[src/rtl/bus_selftest_seq.sv]
// -----------------------------------------------------------------------------
// bus_selftest_seq
//
// On-chip stimulus sequencer for the serial-bus system. It replaces manual
// button and switch operation with a programmable sequence. The sequence is
// CFG_STEPS configuration presses (optional), then a write, a read, or a
// write-then-read issued from one selected master. It watches that master's
// busy line and reports completion or timeout.
//
// Ports
//   clock_i         system clock
//   rst_i           synchronous reset, active-high
//   start_i         start request, sampled only in IDLE
//   master_sel_i    target master, latched at start
//   cfg_value_i     configuration word, latched at start
//   op_mode_i       0=write, 1=read, 2=write then read, 3=reserved
//   skip_cfg_i      skip the configuration phase, latched at start
//   m_busy_i        per-master busy (same clock domain)
//   cfg_button_n_o  configuration button, active-low
//   button_n_o      per-master operation buttons, active-low
//   mode_switch_o   0=configuration, 1=operation
//   rw_switch_o     per-master direction, 0=write, 1=read
//   switch_array_o  configuration word to the bus
//   seq_busy_o      high from the cycle after start until DONE inclusive
//   done_o          one-cycle completion pulse
//   timeout_o       valid with done_o: a busy wait ran out
//   err_o           valid with done_o: illegal master_sel or op_mode=3
//   state_o         current FSM state (debug)
//
// Handshake: start_i is a plain level request. It is honoured only on a clock
// edge where the FSM is in IDLE; at other times it is ignored. There is no
// ready/ack. Completion is reported by a single done_o pulse, and
// timeout_o/err_o are qualified by that pulse.
// -----------------------------------------------------------------------------
module bus_selftest_seq #(
   parameter int NUM_MASTERS    = 2,
   parameter int SW_WIDTH       = 12,
   parameter int CFG_STEPS      = 7,
   parameter int PRESS_CYCLES   = 10,
   parameter int GAP_CYCLES     = 10,
   parameter int TIMEOUT_CYCLES = 20000,
   localparam int MSEL_W        = (NUM_MASTERS > 1) ? $clog2(NUM_MASTERS) : 1
) (
   input  logic                   clock_i,
   input  logic                   rst_i,
   input  logic                   start_i,
   input  logic [MSEL_W-1:0]      master_sel_i,
   input  logic [SW_WIDTH-1:0]    cfg_value_i,
   input  logic [1:0]             op_mode_i,
   input  logic                   skip_cfg_i,
   input  logic [NUM_MASTERS-1:0] m_busy_i,
   output logic                   cfg_button_n_o,
   output logic [NUM_MASTERS-1:0] button_n_o,
   output logic                   mode_switch_o,
   output logic [NUM_MASTERS-1:0] rw_switch_o,
   output logic [SW_WIDTH-1:0]    switch_array_o,
   output logic                   seq_busy_o,
   output logic                   done_o,
   output logic                   timeout_o,
   output logic                   err_o,
   output logic [2:0]             state_o
);

   localparam int MAX_PG = (PRESS_CYCLES > GAP_CYCLES) ? PRESS_CYCLES : GAP_CYCLES;
   localparam int MAX_C  = (MAX_PG > TIMEOUT_CYCLES) ? MAX_PG : TIMEOUT_CYCLES;
   localparam int CNT_W  = $clog2(MAX_C + 1);
   localparam int STEP_W = $clog2(CFG_STEPS + 1);

   localparam logic [CNT_W-1:0]  PRESS_LAST = CNT_W'(PRESS_CYCLES - 1);
   localparam logic [CNT_W-1:0]  GAP_LAST   = CNT_W'(GAP_CYCLES - 1);
   localparam logic [CNT_W-1:0]  TO_LAST    = CNT_W'(TIMEOUT_CYCLES - 1);
   localparam logic [STEP_W-1:0] STEP_LAST  = STEP_W'(CFG_STEPS - 1);

   typedef enum logic [2:0] {
      IDLE      = 3'd0,
      CFG_PRESS = 3'd1,
      CFG_GAP   = 3'd2,
      OP_PRESS  = 3'd3,
      WAIT_RISE = 3'd4,
      WAIT_FALL = 3'd5,
      OP_GAP    = 3'd6,
      DONE      = 3'd7
   } state_t;

   state_t              state_q;
   logic [CNT_W-1:0]    cnt_q;
   logic [STEP_W-1:0]   step_q;
   logic [MSEL_W-1:0]   m_q;
   logic [1:0]          op_q;
   logic                second_q;   // set once the write half of op_mode=2 has finished

   logic                   cfg_button_n_q;
   logic [NUM_MASTERS-1:0] button_n_q;
   logic                   mode_switch_q;
   logic [NUM_MASTERS-1:0] rw_switch_q;
   logic [SW_WIDTH-1:0]    switch_array_q;
   logic                   seq_busy_q;
   logic                   done_q;
   logic                   timeout_q;
   logic                   err_q;

   logic start_illegal;
   logic press_dir;
   logic busy_sel;

   assign start_illegal = (int'(master_sel_i) >= NUM_MASTERS) || (op_mode_i == 2'd3);
   // Direction of the next operation press: read for op_mode=1, and read for
   // the second half of a write-then-read.
   assign press_dir     = (op_q == 2'd1) || second_q;
   assign busy_sel      = m_busy_i[m_q];

   always_ff @(posedge clock_i) begin
      if (rst_i) begin
         state_q        <= IDLE;
         cnt_q          <= '0;
         step_q         <= '0;
         m_q            <= '0;
         op_q           <= '0;
         second_q       <= 1'b0;
         cfg_button_n_q <= 1'b1;
         button_n_q     <= '1;
         mode_switch_q  <= 1'b1;
         rw_switch_q    <= '0;
         switch_array_q <= '0;
         seq_busy_q     <= 1'b0;
         done_q         <= 1'b0;
         timeout_q      <= 1'b0;
         err_q          <= 1'b0;
      end else begin
         case (state_q)
            IDLE: begin
               if (start_i) begin
                  m_q        <= master_sel_i;
                  op_q       <= op_mode_i;
                  second_q   <= 1'b0;
                  cnt_q      <= '0;
                  step_q     <= '0;
                  seq_busy_q <= 1'b1;
                  if (start_illegal) begin
                     state_q <= DONE;
                     done_q  <= 1'b1;
                     err_q   <= 1'b1;
                  end else if (!skip_cfg_i) begin
                     state_q        <= CFG_PRESS;
                     mode_switch_q  <= 1'b0;
                     switch_array_q <= cfg_value_i;
                     cfg_button_n_q <= 1'b0;
                  end else begin
                     state_q                   <= OP_PRESS;
                     mode_switch_q             <= 1'b1;
                     button_n_q[master_sel_i]  <= 1'b0;
                     rw_switch_q[master_sel_i] <= (op_mode_i == 2'd1);
                  end
               end
            end

            CFG_PRESS: begin
               if (cnt_q == PRESS_LAST) begin
                  cnt_q          <= '0;
                  cfg_button_n_q <= 1'b1;
                  state_q        <= CFG_GAP;
               end else begin
                  cnt_q <= cnt_q + CNT_W'(1);
               end
            end

            CFG_GAP: begin
               if (cnt_q == GAP_LAST) begin
                  cnt_q  <= '0;
                  step_q <= step_q + STEP_W'(1);
                  if (step_q != STEP_LAST) begin
                     state_q        <= CFG_PRESS;
                     cfg_button_n_q <= 1'b0;
                  end else begin
                     state_q          <= OP_PRESS;
                     mode_switch_q    <= 1'b1;
                     button_n_q[m_q]  <= 1'b0;
                     rw_switch_q[m_q] <= press_dir;
                  end
               end else begin
                  cnt_q <= cnt_q + CNT_W'(1);
               end
            end

            OP_PRESS: begin
               if (cnt_q == PRESS_LAST) begin
                  cnt_q           <= '0;
                  button_n_q[m_q] <= 1'b1;
                  state_q         <= WAIT_RISE;
               end else begin
                  cnt_q <= cnt_q + CNT_W'(1);
               end
            end

            WAIT_RISE: begin
               if (busy_sel) begin
                  cnt_q   <= '0;
                  state_q <= WAIT_FALL;
               end else if (cnt_q == TO_LAST) begin
                  cnt_q     <= '0;
                  state_q   <= DONE;
                  done_q    <= 1'b1;
                  timeout_q <= 1'b1;
               end else begin
                  cnt_q <= cnt_q + CNT_W'(1);
               end
            end

            WAIT_FALL: begin
               if (!busy_sel) begin
                  cnt_q <= '0;
                  if ((op_q == 2'd2) && !second_q) begin
                     second_q <= 1'b1;
                     state_q  <= OP_GAP;
                  end else begin
                     state_q <= DONE;
                     done_q  <= 1'b1;
                  end
               end else if (cnt_q == TO_LAST) begin
                  cnt_q     <= '0;
                  state_q   <= DONE;
                  done_q    <= 1'b1;
                  timeout_q <= 1'b1;
               end else begin
                  cnt_q <= cnt_q + CNT_W'(1);
               end
            end

            OP_GAP: begin
               if (cnt_q == GAP_LAST) begin
                  cnt_q            <= '0;
                  state_q          <= OP_PRESS;
                  button_n_q[m_q]  <= 1'b0;
                  rw_switch_q[m_q] <= press_dir;
               end else begin
                  cnt_q <= cnt_q + CNT_W'(1);
               end
            end

            DONE: begin
               // Return every output to its idle value while leaving.
               state_q        <= IDLE;
               cnt_q          <= '0;
               cfg_button_n_q <= 1'b1;
               button_n_q     <= '1;
               mode_switch_q  <= 1'b1;
               rw_switch_q    <= '0;
               switch_array_q <= '0;
               seq_busy_q     <= 1'b0;
               done_q         <= 1'b0;
               timeout_q      <= 1'b0;
               err_q          <= 1'b0;
            end

            default: state_q <= IDLE;
         endcase
      end
   end

   assign cfg_button_n_o = cfg_button_n_q;
   assign button_n_o     = button_n_q;
   assign mode_switch_o  = mode_switch_q;
   assign rw_switch_o    = rw_switch_q;
   assign switch_array_o = switch_array_q;
   assign seq_busy_o     = seq_busy_q;
   assign done_o         = done_q;
   assign timeout_o      = timeout_q;
   assign err_o          = err_q;
   assign state_o        = state_q;

endmodule

[config.mk]
export PLATFORM = sky130hd
export DESIGN_NAME = bus_selftest_seq
export DESIGN_NICKNAME = d
export VERILOG_FILES = /design/src/rtl/bus_selftest_seq.sv
export SDC_FILE = /design/constraint.sdc
export NUM_CORES = 1
export LEC_CHECK = 0
export CORE_MARGIN = 2
export CORE_UTILIZATION = 50
export CTS_CLUSTER_DIAMETER = 100
export DETAILED_ROUTE_END_ITERATION = 7
export GPL_TIMING_DRIVEN = 0
export HOLD_SLACK_MARGIN = 0.15
export MAX_ROUTING_LAYER = met4
export PLACE_DENSITY = 0.8
export SYNTH_ARGS = -nofsm -noshare
export SYNTH_HDL_FRONTEND = slang
export SYNTH_SLANG_ARGS = --single-unit
export TNS_END_PERCENT = 50
[constraint.sdc]
create_clock -name clock_i -period 2.6 [get_ports clock_i]
set_input_delay 0.26 -clock clock_i [delete_from_list [all_inputs] [get_ports clock_i]]
set_output_delay 0.26 -clock clock_i [all_outputs]
set_load 0.01 [all_outputs]
==> flow_metrics.env, run 1 <==
export IMPL_status="finished clean"
export IMPL_die_w_um=75.4
export IMPL_drc=0
export IMPL_port_buffer_count=44
export IMPL_cts_tree="built"
export IMPL_layout_drive_gt1_share_pct=16.4
export IMPL_h_tree_depth=2
export IMPL_cts_resized=0
export IMPL_cts_buffers=5
export IMPL_diodes=0
export IMPL_grt_max_degree=15
export IMPL_ir_worst_vdd_mv=0.685
export IMPL_place_congestion=0.889
export IMPL_finalHoldViolations=0
export IMPL_placed_area_sq_um=3070
export IMPL_finalCritPeriodShare_pct=79.5
export IMPL_syn_cell_area_sq_um=2550
export IMPL_crit_fanout=10
export IMPL_clock_sinks=47
export IMPL_track_usage_pct=24.3
export IMPL_final_util_pct=66.0
export IMPL_arrival_ns=2.27
export IMPL_seq_area_frac_synth_pct=36.9
export IMPL_clk_pin_slew_ns=0.09
export IMPL_core_area_sq_um=4820
export IMPL_first_global_vias=2144
export IMPL_yosys_warnings=0
export IMPL_syn_to_final_growth_pct=24.8
export IMPL_vias_per_cell=5.95
export IMPL_p_leak_uw=0.00115
export IMPL_netlist_instances=279
export IMPL_cts_setup_buffers=0
export IMPL_worstSetupStartpointType="flop"
export IMPL_r2r_setup_slack_ns=0.53
export IMPL_rows=25
export IMPL_post_route_cell_area_sq_um=3180
export IMPL_clockBufferDepth=2
export IMPL_syn_avg_cell_area_sq_um=9.13
export IMPL_async_flop_share_pct=0
export IMPL_syn_nets=304
export IMPL_synth_edff_count=0
export IMPL_drt_pass1_iterations=5
export IMPL_p_per_area_nw_per_um2=856
export IMPL_maxSlewHeadroom_pct=56.3
export IMPL_vias=2361
export IMPL_drv_cap=0
export IMPL_dp_hpwl_mm=4.67
export IMPL_gr_total_overflow=0
export IMPL_synth_seq_cells=47
export IMPL_setup_ws_ns=0.532
export IMPL_first_iter_violations=378
export IMPL_endpoint_kind="flop"
export IMPL_cp_required_ns=2.80
export IMPL_worstSetupPathType="reg2reg"
export IMPL_nNetsFinal=355
export IMPL_tightestPinTransition_ns=0.645
export IMPL_finalSetupViolCount=0
export IMPL_root_buffer="clkbuf_8"
export IMPL_io_pins=46
export IMPL_min_path_type="in2reg"
export IMPL_skew_ns=0.00920
export IMPL_drv_slew=0
export IMPL_place_ws_ns=0.394
export IMPL_wl_per_cell_um=16.0
export IMPL_max_freq_ghz=0.484
export IMPL_period_needed_ns=2.07
export IMPL_fin_setup_tns_ns=0
export IMPL_grt_pass1_wl_mm=10.3
export IMPL_ys_types=59
export IMPL_rsz0062_at_grt="no"
export IMPL_cts_hold_buf=0
export IMPL_start_util_pct=52.9
export IMPL_die_h_um=75.4
export IMPL_routed_wl_mm=6.36
export IMPL_synth_flop_cell="dfxtp_1"
export IMPL_antenna_found_initial=0
export IMPL_dieArea_sq_um=5680
export IMPL_clock_latency_ns=0.30
export IMPL_drtAntennaViolNets=0
## Yosys cell counts, drive strengths merged, types with 3 or more instances
cell type | number | area [sq um]
xor2 | 10 | 87.6
nand2 | 16 | 60.1
a31oi | 4 | 25.0
mux2i | 4 | 52.6
nand3 | 9 | 45.0
buf | 11 | 86.3
dfxtp | 47 | 941
nor2b | 3 | 18.8
o21ai | 11 | 55.1
and3 | 4 | 30.0
nand4 | 7 | 43.8
inv | 8 | 30.0
or2 | 3 | 18.8
o221a | 12 | 135
nor4 | 6 | 67.6
nor4b | 3 | 53.8
a311oi | 3 | 26.3
nor2 | 35 | 180
clkbuf | 5 | 18.8
a211oi | 5 | 37.5
and2 | 3 | 18.8
o2111ai | 3 | 26.3
a21o | 3 | 22.5
xnor2 | 5 | 43.8
nor3 | 10 | 50.1
and4 | 3 | 27.5
ha | 4 | 50.1
a21oi | 20 | 100
## final timing paths
kind                               start             to  cells past startpoint
worst min-delay path             start_i  mode_switch_o                      3
worst max-delay path            cnt_q[0]      cnt_q[14]                      7
worst min register to register      flop           flop                      2
worst max register to register  cnt_q[0]      cnt_q[14]                      7
## through the flow
stage	hold WS, ns	power [uW]	cells
2_1_floorplan	0.399	1780	279
3_3_place_gp	0.448	2170	390
3_5_place_dp	0.452	2190	390
4_1_cts	0.334	2720	397
5_1_grt	0.326	2890	397
6_report	0.339	2720	397
## cells by family after synthesis
logic type / Yosys count / share of synthesized area, %
xor+xnor: 15 / 5.16
fa+ha+maj: 4 / 1.96
compound gates: 77 / 22.9
simple gates: 107 / 25.5
mux: 4 / 2.06
buf+inv: 25 / 5.45
flops: 47 / 36.9
## sequential cells by signal, indices dropped and copies added, names as in the netlist, named ones only
signal / count
step_q: 3
switch_array_o: 12
op_q: 2
mode_switch_o: 1
timeout_o: 1
err_o: 1
second_q: 1
done_o: 1
button_n_o: 2
cfg_button_n_o: 1
seq_busy_o: 1
m_q: 1
state_o: 3
cnt_q: 15
## power by group
group          switching [uW]  total (uW)  internal (uW)
combinational             718        1280            566
clock                     242         523            281
sequential               78.6         915            836
## placed cells by master (no fill, tap or decap), types with 3 or more instances in the layout
cell	netlist	routed
a311oi_1	3	3
clkbuf_8	0	5
o2111ai_1	3	3
buf_2	6	6
nor2_1	23	23
o221a_2	12	12
and2_1	3	3
buf_6	3	3
nand3_1	9	9
inv_1	8	8
o21ai_0	10	10
a21o_1	3	3
ha_1	4	4
nor4_1	4	4
a31oi_1	4	4
a21oi_1	20	20
nand4_1	7	7
and3_1	3	3
dfxtp_1	47	47
mux2i_1	3	3
xor2_1	10	10
nor3_1	10	10
clkdlybuf4s50_1	0	44
a211oi_1	5	5
nand2_1	16	16
nor2b_1	3	3
clkbuf_1	5	5
nor2_2	10	10
xnor2_1	5	5
## routing by layer
layer,GRT usage (%),vias up,share of wire [%]
met5,-,-,0
met4,7.41,0,1.2
met2,37.3,102,47
met1,32.9,1108,45
met3,4.10,9,6.5
li1,-,1142,-
## critical path, cell delays in order (launching register included)
cell     delay, ns
dfxtp_1       0.40
ha_1          0.26
and4_1        0.21
nand4_1       0.27
and3_4        0.28
o31ai_4       0.29
buf_8         0.20
nor2_2        0.05
## layout make-up
class,instances,area (sq um)
fillers,414,1640
repair buffers,44,440
clock inverters,2,37.5
well taps,67,83.8
multi-input cells,207,1470
flip-flops and latches,47,941
inverters,9,33.8
plain buffers,16,105
clock buffers,5,68.8
No activity file was read; power rests on OpenSTA's default activity.
==> inputs of run 2 (changes only) <==
Settings changed: CORE_UTILIZATION 50 to 47, PLACE_DENSITY 0.8 to 0.79.
Clock period 2.6 ns to 1.8 ns, I/O delays scaled along.
==> flow_metrics.env, run 2 (synthesized netlist as in run 1, its figures left out) <==
export IMPL_status="finished with violations"
export IMPL_failed_checks="negative setup slack"
export IMPL_seq_area_sq_um=950
export IMPL_drtAntennaViolNets=0
export IMPL_die_w_um=77.6
export IMPL_cts_hold_buf=0
export IMPL_track_usage_pct=24.1
export IMPL_die_h_um=77.6
export IMPL_cp_required_ns=2.01
export IMPL_clockBufferDepth=2
export IMPL_p_clk_share_pct=18.4
export IMPL_grt_max_degree=17
export IMPL_dp_hpwl_mm=4.69
export IMPL_layout_drive_gt1_share_pct=27.7
export IMPL_vias_per_cell=5.83
export IMPL_finalHoldViolations=0
export IMPL_drt_pass1_iterations=4
export IMPL_drv_slew=0
export IMPL_finalSetupViolCount=18
export IMPL_drv_cap=0
export IMPL_largest_register="cnt_q"
export IMPL_p_leak_uw=0.00128
export IMPL_h_tree_depth=2
export IMPL_rsz0062_at_grt="yes"
export IMPL_root_buffer="clkbuf_8"
export IMPL_fin_setup_tns_ns=-0.947
export IMPL_vias=2448
export IMPL_final_common_cell="clkdlybuf4s50_1"
export IMPL_clock_sinks=47
export IMPL_internal_power_uw=2660
export IMPL_grt_pass1_wl_mm=11.3
export IMPL_min_path_type="in2reg"
export IMPL_core_area_sq_um=5170
export IMPL_fillers=407
export IMPL_p_switching_uw=1700
export IMPL_clk_pin_slew_ns=0.09
export IMPL_crit_fanout=5
export IMPL_holdWs_ns=0.267
export IMPL_pwr_share_seq_pct=30.7
export IMPL_rows=26
export IMPL_largest_register_ff_count=15
export IMPL_clock_latency_ns=0.30
export IMPL_tightestPinTransition_ns=0.586
export IMPL_comb_power_share_pct=50.9
export IMPL_first_iter_violations=153
export IMPL_period_needed_ns=1.87
export IMPL_swShare_pct=38.9
export IMPL_setup_ws_ns=-0.0738
export IMPL_dieArea_sq_um=6020
export IMPL_place_congestion=0.992
export IMPL_syn_to_final_growth_pct=36.5
export IMPL_worstSetupPathType="reg2reg"
export IMPL_diodes=0
export IMPL_max_freq_ghz=0.534
export IMPL_finalCritPeriodShare_pct=104
export IMPL_final_cell_mix="clkdlybuf4s50_1 (44), dfxtp_1 (42), nor2_1 (22)"
export IMPL_drc=0
export IMPL_routed_wl_mm=6.95
export IMPL_worstSetupStartpointType="flop"
export IMPL_endpoint_kind="flop"
export IMPL_first_global_vias=2273
export IMPL_antenna_found_initial=0
export IMPL_io_pins=46
export IMPL_finalNonFillerCells=420
export IMPL_arrival_ns=2.08
export IMPL_dp_cells=393
export IMPL_cts_buffers=5
export IMPL_nNetsFinal=374
export IMPL_maxSlewHeadroom_pct=60.5
export IMPL_wl_per_cell_um=16.6
export IMPL_p_per_area_nw_per_um2=1250
export IMPL_port_buffer_count=44
export IMPL_gr_total_overflow=0
export IMPL_start_util_pct=49.3
export IMPL_cts_tree="built"
export IMPL_multi_input_area_sq_um=1580
export IMPL_skew_ns=0.00856
export IMPL_ir_worst_vdd_mv=1.03
==> run 2: critical path: stages, from the launching register on <==
cell and delay [ns]:
dfxtp_2 0.35, inv_2 0.07, ha_4 0.12, nor4b_4 0.21
and4_1 0.29, buf_6 0.14, nor2_4 0.05, o31ai_4 0.32
buf_6 0.19, nor2_2 0.04
==> run 2: final cells by class <==
class	count	area share, %
Buffer	15	3.06
Clock buffer	5	1.98
Clock inverter	3	1.37
Inverter	9	1.01
Multi-Input combinational cell	207	45.4
Sequential cell	47	27.3
Tap cell	70	2.52
Timing Repair Buffer	64	17.3
==> run 2: final timing paths <==
path	startpoint	end	slack, ns	cells past startpoint
worst max-delay path	cnt_q[1]	cnt_q[8]	-0.07	9
worst min-delay path	start_i	mode_switch_o	0.27	3
worst max register to register	cnt_q[1]	cnt_q[8]	-0.07	9
worst min register to register	flop	flop	0.48	2
==> run 2: timing repair <==
| action | in CTS | in global routing |
|---|---|---|
| pin swaps | 8 | 13 |
| gates resized for setup | 16 | 29 |
| buffers inserted | 14 | 6 |
| gates cloned | 1 | 0 |
| setup endpoints to repair | 33 | 38 |
==> run 2: per-layer routing <==
layer  part of all wire (%)  GRT usage (%)  up-vias
li1                       -              -     1181
met1                     45           32.8     1147
met2                     46           35.9      108
met3                    7.0           5.23       12
met4                    1.7           7.32        0
met5                      0              -        -
==> run 2: power by group through the flow <==
stage | sequential, uW | combinational [uW] | clock [uW]
after floorplan | 1390 | 1180 | 0
after global placement | 1340 | 1830 | 0
after detailed placement | 1340 | 1840 | 0
after CTS | 1340 | 2070 | 829
after global routing | 1370 | 2370 | 879
final | 1340 | 2220 | 803
==> run 2: through the flow <==
step	util (%)	cell area [sq um]	total power, uW	worst slack, ns
floorplan	-	2550	2570	0.0567
global placement	59.5	3080	3170	-0.339
detailed placement	59.5	3080	3180	-0.373
CTS	65.6	3390	4240	-0.0913
global route	67.2	3480	4620	-0.117
finish	67.2	3480	4360	-0.0738
==> inputs of run 3 (changes only) <==
Settings changed: CORE_UTILIZATION 47 to 46, PLACE_DENSITY 0.79 to 0.77.
==> flow_metrics.env, run 3 (synthesized netlist as in run 1, its figures left out) <==
export IMPL_grt_pass1_wl_mm=10.7
export IMPL_drv_cap=0
export IMPL_fin_setup_tns_ns=-0.206
export IMPL_cp_required_ns=1.97
export IMPL_worstSetupStartpointType="flop"
export IMPL_diodes=0
export IMPL_drv_slew=0
export IMPL_final_cell_mix="clkdlybuf4s50_1 (44), dfxtp_1 (42), nor2_1 (22)"
export IMPL_gr_total_overflow=0
export IMPL_cts_hold_buf=0
export IMPL_nNetsFinal=373
export IMPL_syn_to_final_growth_pct=38.3
export IMPL_dieArea_sq_um=6150
export IMPL_setup_ws_ns=-0.0553
export IMPL_total_power_uw=4420
export IMPL_period_needed_ns=1.86
export IMPL_rows=27
export IMPL_p_leak_uw=0.00129
export IMPL_clock_latency_ns=0.31
export IMPL_arrival_ns=2.03
export IMPL_vias_per_cell=5.90
export IMPL_core_area_sq_um=5440
export IMPL_place_ws_ns=-0.308
export IMPL_clock_sinks=47
export IMPL_root_buffer="clkbuf_8"
export IMPL_io_pins=46
export IMPL_final_common_cell="clkdlybuf4s50_1"
export IMPL_multi_input_area_sq_um=1620
export IMPL_maxSlewHeadroom_pct=60.1
export IMPL_drtAntennaViolNets=0
export IMPL_finalHoldViolations=0
export IMPL_routed_wl_mm=7.02
export IMPL_finalSetupViolCount=7
export IMPL_die_h_um=78.4
export IMPL_clockBufferDepth=2
export IMPL_fillers=419
export IMPL_largest_register_ff_count=15
export IMPL_finalCritPeriodShare_pct=103
export IMPL_vias=2484
export IMPL_largest_register="cnt_q"
export IMPL_seq_area_sq_um=950
export IMPL_first_global_vias=2243
export IMPL_place_congestion=0.928
export IMPL_start_util_pct=46.8
export IMPL_dp_hpwl_mm=4.69
export IMPL_cts_buffers=5
export IMPL_skew_ns=0.00741
export IMPL_track_usage_pct=22.6
export IMPL_max_freq_ghz=0.539
export IMPL_grt_max_degree=17
export IMPL_cts_tree="built"
export IMPL_ir_worst_vdd_mv=0.748
export IMPL_crit_fanout=8
export IMPL_failed_checks="negative setup slack"
export IMPL_endpoint_kind="flop"
export IMPL_tightestPinTransition_ns=0.596
export IMPL_port_buffer_count=44
export IMPL_status="finished with violations"
export IMPL_worstSetupPathType="reg2reg"
export IMPL_die_w_um=78.4
export IMPL_min_path_type="in2reg"
export IMPL_first_iter_violations=234
export IMPL_rsz0062_at_grt="yes"
export IMPL_antenna_found_initial=0
export IMPL_wl_per_cell_um=16.7
export IMPL_layout_drive_gt1_share_pct=28.7
export IMPL_clk_pin_slew_ns=0.09
export IMPL_drt_pass1_iterations=5
export IMPL_h_tree_depth=2
export IMPL_p_per_area_nw_per_um2=1250
export IMPL_drc=0
-- run 3: timing repair --
item | in CTS | in global routing
cloned | 1 | 0
gates resized for setup | 14 | 37
pin swaps | 6 | 16
buffers inserted | 7 | 11
setup endpoints to repair | 31 | 38
-- run 3: routing by layer --
layer | track usage [%] | share of wire (%) | vias up
met3 | 4.60 | 8.7 | 21
li1 | - | - | 1172
met2 | 34.7 | 46 | 149
met4 | 7.54 | 2.0 | 0
met5 | - | 0 | -
met1 | 29.8 | 43 | 1142
-- run 3: final timing paths --
kind | from | end | slack (ns) | cells after the start
min reg2reg | timeout_o | timeout_o | 0.49 | 1
min | start_i | mode_switch_o | 0.26 | 3
max | state_o[1] | done_o | -0.06 | 6
max reg2reg | state_o[1] | done_o | -0.06 | 6
-- run 3: cell type report --
class / count / share of cell area (%)
sequential: 47 / 27.0
clock buffer: 5 / 1.95
multi-input combinational: 207 / 46.0
tap: 72 / 2.56
timing repair buffer: 62 / 16.7
buffer: 16 / 3.55
inverter: 9 / 0.994
clock inverter: 3 / 1.35
-- run 3: metrics by stage --
step           utilization (%)  cell area (sq um)  instances  hold WS [ns]
2_1_floorplan                -               2550        279         0.319
3_3_place_gp              56.6               3080        395         0.447
3_5_place_dp              56.6               3080        395         0.458
4_1_cts                   60.9               3310        411         0.245
5_1_grt                   64.8               3520        421         0.267
6_report                  64.8               3520        421         0.255
-- run 3: critical path, stage by stage, from the launching register on --
cell and delay (ns):
dfxtp_1 0.34, clkbuf_4 0.20, nor4b_4 0.60, a211o_1 0.16
o21ai_0 0.11, nor4_1 0.23, nor3_1 0.09
-- run 3: where the power goes --
part | total, uW | leakage (uW) | switching [uW] | internal, uW
Combinational | 2280 | 0.000841 | 1240 | 1030
Sequential | 1340 | 0.000385 | 124 | 1220
Clock | 801 | 0.0000587 | 380 | 421
